## config.mk

```make
export PLATFORM = sky130hd
export DESIGN_NAME = type_param_deser
export DESIGN_NICKNAME = d
export VERILOG_FILES = /design/src/rtl/type_param_deser.sv
export SDC_FILE = /design/constraint.sdc
export NUM_CORES = 1
export LEC_CHECK = 0
export BUFFER_PORTS_ARGS = -buffer_cell sky130_fd_sc_hd__buf_2
export CAP_MARGIN = 20
export CORE_MARGIN = 1
export CORE_UTILIZATION = 35
export CTS_CLUSTER_DIAMETER = 100
export CTS_CLUSTER_SIZE = 28
export DETAILED_ROUTE_END_ITERATION = 12
export PLACE_DENSITY = 0.56
export REMOVE_ABC_BUFFERS = 1
export SLEW_MARGIN = 10
export SYNTH_ARGS = -nofsm -noshare
export SYNTH_HDL_FRONTEND = slang
export SYNTH_SLANG_ARGS = --single-unit
```

## constraint.sdc

```tcl
create_clock -name clk -period 3.7 [get_ports clk]
set_input_delay 0.555 -clock clk [delete_from_list [all_inputs] [get_ports clk]]
set_output_delay 0.555 -clock clk [all_outputs]
set_load 0.02 [all_outputs]
```

## src/rtl/type_param_deser.sv

```systemverilog
// Lane deserializer: reassembles one T-typed word from LSB-first LANE_W-bit beats
// and flags frame-length errors. Define TYPE_DESER_STATS_EN to add frame/error counters.
module type_param_deser #(
  parameter type T      = logic [31:0],
  parameter int  LANE_W = 8
) (
  input  logic              clk,
  input  logic              rst_n,
  input  logic              in_valid,
  output logic              in_ready,
  input  logic [LANE_W-1:0] in_data,
  input  logic              in_last,
  output logic              out_valid,
  input  logic              out_ready,
  output T                  out_data,
  output logic              out_err
`ifdef TYPE_DESER_STATS_EN
  ,
  output logic [15:0]       frame_cnt,
  output logic [15:0]       err_cnt
`endif
);

  localparam int W     = $bits(T);
  localparam int BEATS = (W + LANE_W - 1) / LANE_W;
  localparam int CW    = ($clog2(BEATS + 1) > 1) ? $clog2(BEATS + 1) : 1;

  typedef enum logic [1:0] {COLLECT, HOLD, DRAIN} state_t;

  state_t        state, state_nxt;
  logic [CW-1:0] cnt;
  logic [W-1:0]  shreg;
  logic          err_q;
  logic          out_done;
  logic          last_seen;
  logic          at_top;
  logic          beat_acc;
  logic          out_hs;
  logic          unused_lanes;

  assign at_top   = (int'(cnt) == BEATS - 1);
  assign beat_acc = in_valid & in_ready;
  assign out_hs   = out_valid & out_ready;
  assign out_data = T'(shreg);
  assign out_err  = err_q;
  // Lane bits above W never reach the buffer when the top lane is partial.
  assign unused_lanes = ^in_data;

  always_ff @(posedge clk or negedge rst_n) begin
    if (!rst_n) state <= COLLECT;
    else        state <= state_nxt;
  end

  always_comb begin
    state_nxt = state;
    in_ready  = 1'b0;
    out_valid = 1'b0;
    case (state)
      COLLECT: begin
        in_ready = 1'b1;
        if (in_valid && (at_top || in_last))
          state_nxt = in_last ? HOLD : DRAIN;
      end
      HOLD: begin
        out_valid = 1'b1;
        if (out_ready) state_nxt = COLLECT;
      end
      DRAIN: begin
        // Exit needs both the word handshake and the terminating in_last, in any order.
        in_ready  = !last_seen;
        out_valid = !out_done;
        if ((out_done || out_ready) && (last_seen || (in_valid && in_last)))
          state_nxt = COLLECT;
      end
      default: state_nxt = COLLECT;
    endcase
  end

  always_ff @(posedge clk or negedge rst_n) begin
    if (!rst_n) begin
      cnt       <= '0;
      shreg     <= '0;
      err_q     <= 1'b0;
      out_done  <= 1'b0;
      last_seen <= 1'b0;
    end else begin
      case (state)
        COLLECT: begin
          if (beat_acc) begin
            for (int b = 0; b < W; b++)
              if (int'(cnt) == b / LANE_W) shreg[b] <= in_data[b % LANE_W];
            cnt <= cnt + CW'(1);
            if (at_top || in_last) begin
              cnt   <= '0;
              err_q <= !(at_top && in_last);
            end
          end
        end
        HOLD: begin
          if (out_hs) begin
            shreg <= '0;
            err_q <= 1'b0;
          end
        end
        DRAIN: begin
          if (out_hs)              out_done  <= 1'b1;
          if (beat_acc && in_last) last_seen <= 1'b1;
          if (state_nxt == COLLECT) begin
            out_done  <= 1'b0;
            last_seen <= 1'b0;
            shreg     <= '0;
            err_q     <= 1'b0;
          end
        end
        default: ;
      endcase
    end
  end

`ifdef TYPE_DESER_STATS_EN
  always_ff @(posedge clk or negedge rst_n) begin
    if (!rst_n) begin
      frame_cnt <= '0;
      err_cnt   <= '0;
    end else if (out_hs) begin
      if (frame_cnt != 16'hFFFF)          frame_cnt <= frame_cnt + 16'd1;
      if (err_q && err_cnt != 16'hFFFF)   err_cnt   <= err_cnt + 16'd1;
    end
  end
`else
  // Statistics counters are not built in this configuration.
`endif

endmodule

```

==> results.json <==
{
  "drive_gt1_share_pct": 43.63,
  "dr.pass1.iters": 4,
  "worst_pin_slew_ns": 0.8723,
  "clkPwrFrac_pct": 12.9,
  "cts_tree": "built",
  "p_int_mw": 1.258,
  "start_util_pct": 37.19,
  "io_pins": 48,
  "critPathLaunch": "state[0]",
  "grt_usage_pct": 15.27,
  "port_buffers": 47,
  "place_inst": 266,
  "drt-total-wl_um": 4011,
  "yosys_warnings": 0,
  "rsz0062_at_grt": "no",
  "routedWlPerCell_um": 14.64,
  "sw_frac_of_total_pct": 42.12,
  "slowest_stage": "a211oi_4",
  "synth_edf_count": 0,
  "post-route-cell-area_sq_um": 2327,
  "route.met2.wl_um": 2075,
  "numCtsBuffers": 5,
  "fp.dieH_um": 76.37,
  "drv_slew": 0,
  "synth_top_area_share_pct": 51.71,
  "post_cts_buffers": 0,
  "skew_ns": 0.008040,
  "drt_iter0_drc": 59,
  "setup_ws_ns": 1.113,
  "met1Wirelength_um": 1665,
  "cp.required_ns": 3.88,
  "power.total_mw": 2.174,
  "yosys.cell_types.count": 30,
  "synthCells": 153,
  "finalHoldViolCount": 0,
  "vias": 1315,
  "coreArea_sq_um": 5205,
  "gr-total-overflow": 0,
  "worst_ep_arrival_time_ns": 2.76,
  "post_cts_resized": 0,
  "hold_path.class": "primary input to asynchronous set/reset pin",
  "rr_startpoint": "state[0]",
  "cts.sinks": 40,
  "p_leak_nw": 1.126,
  "path_class": "register to register",
  "htreeDepth": 2,
  "post-route-period-util_pct": 69.92,
  "r2r_end": "out_data[4]",
  "path_max_fanout": 8,
  "grt_antenna_before_repair": 0,
  "slowest_delay_ns": 0.57,
  "yosys-top-cells-area": "dfrtp_1 52%, mux2_2 17%, ha_1 5.8%, nor2b_1 4.2%, a211oi_4 3.1%",
  "layout.cells.non_filler": 274,
  "grt_first_pass_wirelength_um": 6803,
  "maxCapViolations": 0,
  "slew_headroom_pct": 41.85,
  "clk_path_buf_depth": 2,
  "nets": 225,
  "ys.flop_type": "dfrtp_1",
  "setup_viol": 0,
  "cp-end-kind": "register",
  "dieArea_sq_um": 5832,
  "r2r_slack_ns": 1.11,
  "final_util_pct": 44.71,
  "grt_max_degree": 41,
  "clk_pin_slew_ns": 0.08,
  "critPathBufInv": 1,
  "whs_ns": 0.3774,
  "startpoint_type": "register",
  "setup_tns_ns": 0,
  "worstPathCellList": "inv_1 > ha_1 > nor2b_1 > o21bai_1 > a22o_1 > o21ai_4 > a211oi_4 > mux2_2",
  "routed.top_layer": "met4",
  "status": "completed",
  "clk_latency_ns": 0.29,
  "reg2reg_depth": 8,
  "seq_power_share_pct": 34.3,
  "syn_avg_cell_area_sq_um": 12.65,
  "fmax_mhz": 386.6,
  "antenna_left": 0,
  "cp_top_family": "compound AO/OA/AOI/OAI gates",
  "die_w_um": 76.37,
  "insertedDiodeCount": 0,
  "first_global_vias": 1370,
  "powerDensity_nw_per_um2": 934.2,
  "cp_num_cells": 8,
  "cts_root_buffer": "clkbuf_8",
  "ys_seq_area_share_pct": 51.71,
  "drcViolationCount": 0,
  "area_growth_pct": 20.23,
  "pre_cts_ws_ns": 1.092,
  "synth_async_sr_flop_share_pct": 100.0,
  "postCtsHoldBufs": 0,
  "place_congestion": 0.8583,
  "viasPerCell": 4.799,
  "place_hpwl_um": 2940,
  "ir_worst_vdd_uv": 432.2,
  "routed-wl-met3_um": 205,
  "synthesis.area_sq_um": 1936,
  "p_switching_uw": 915.7,
  "synth_area_leader_cell": "dfrtp_1",
  "combPwrFrac_pct": 52.8,
  "rows": 26,
  "place_area_sq_um": 2242,
  "post-route-min-period_ns": 2.587,
  "ys_ff_latch": 40
}
placed cells by master, fill, tap and decap left out, types with 3 or more instances in the layout:
cell and count:
a21boi_0 3, clkbuf_8 5, dfrtp_1 40, a31oi_1 3, nand2_1 8, mux2_1 3
buf_2 47, nor2_1 4, ha_1 9, inv_1 7, a21o_1 3, a211oi_4 3
mux2_2 29, nor2b_1 13, o21ai_0 5
state kept, by name, summed over array words and instances, names as in the netlist:
name,cells
out_data,32
out_done,1
cnt,3
last_seen,1
out_err,1
state,2
power groups by stage:
stage               logic (mW)  registers [mW]  clock network, mW
global placement          1.15           0.745                  0
CTS                       1.17           0.749              0.292
floorplan                0.623           0.946                  0
detailed placement        1.17           0.754                  0
global route              1.25           0.773              0.312
finish                    1.15           0.746              0.279
cell usage after synthesis, types with 2 or more instances:
cell / instances
dfrtp_1: 40
nand2_1: 8
nor2_1: 4
nand2b_1: 2
a22o_1: 2
inv_1: 7
mux2_2: 29
a31oi_1: 3
nor2b_1: 13
o21a_1: 2
o21ai_1: 2
a211oi_4: 3
clkbuf_1: 3
mux2_1: 3
a21boi_0: 3
ha_1: 9
a21o_1: 3
o21ai_0: 5
how the worst max path moves through the flow:
stage,to
after detailed placement,out_data[4]
after CTS,out_data[4]
after global placement,out_data[8]
after floorplan,out_data[12]
final,out_data[4]
after global routing,out_data[15]
worst reg2reg max path, stage by stage, from the launching register on:
cell	delay, ns
dfrtp_1	0.41
inv_1	0.08
ha_1	0.27
nor2b_1	0.17
o21bai_1	0.19
a22o_1	0.25
o21ai_4	0.14
a211oi_4	0.57
mux2_2	0.40
layout make-up:
class / instances / area [sq um]
Sequential cell: 40 / 1001
Fill cell: 500 / 2878
Clock buffer: 7 / 76.32
Clock inverter: 1 / 8.758
Tap cell: 70 / 87.58
Timing Repair Buffer: 47 / 235.2
Multi-Input combinational cell: 102 / 892.1
Inverter: 7 / 26.28
per-layer routing:
metal  vias to the layer above  track usage [%]
li1                        630                -
met1                       643            17.45
met2                        35            26.49
met3                         7            4.910
met4                         0            5.769
met5                         -                0
logic make-up after synthesis:
logic type | count (synthesis) | synth area share (%)
muxes | 32 | 18.62
buffers and inverters | 11 | 2.198
adders and majority gates | 9 | 5.818
DFF | 40 | 51.71
and+or+nand+nor | 31 | 8.404
AOI/OAI and AO/OA | 30 | 13.25
(Power assumes the default switching activity.)
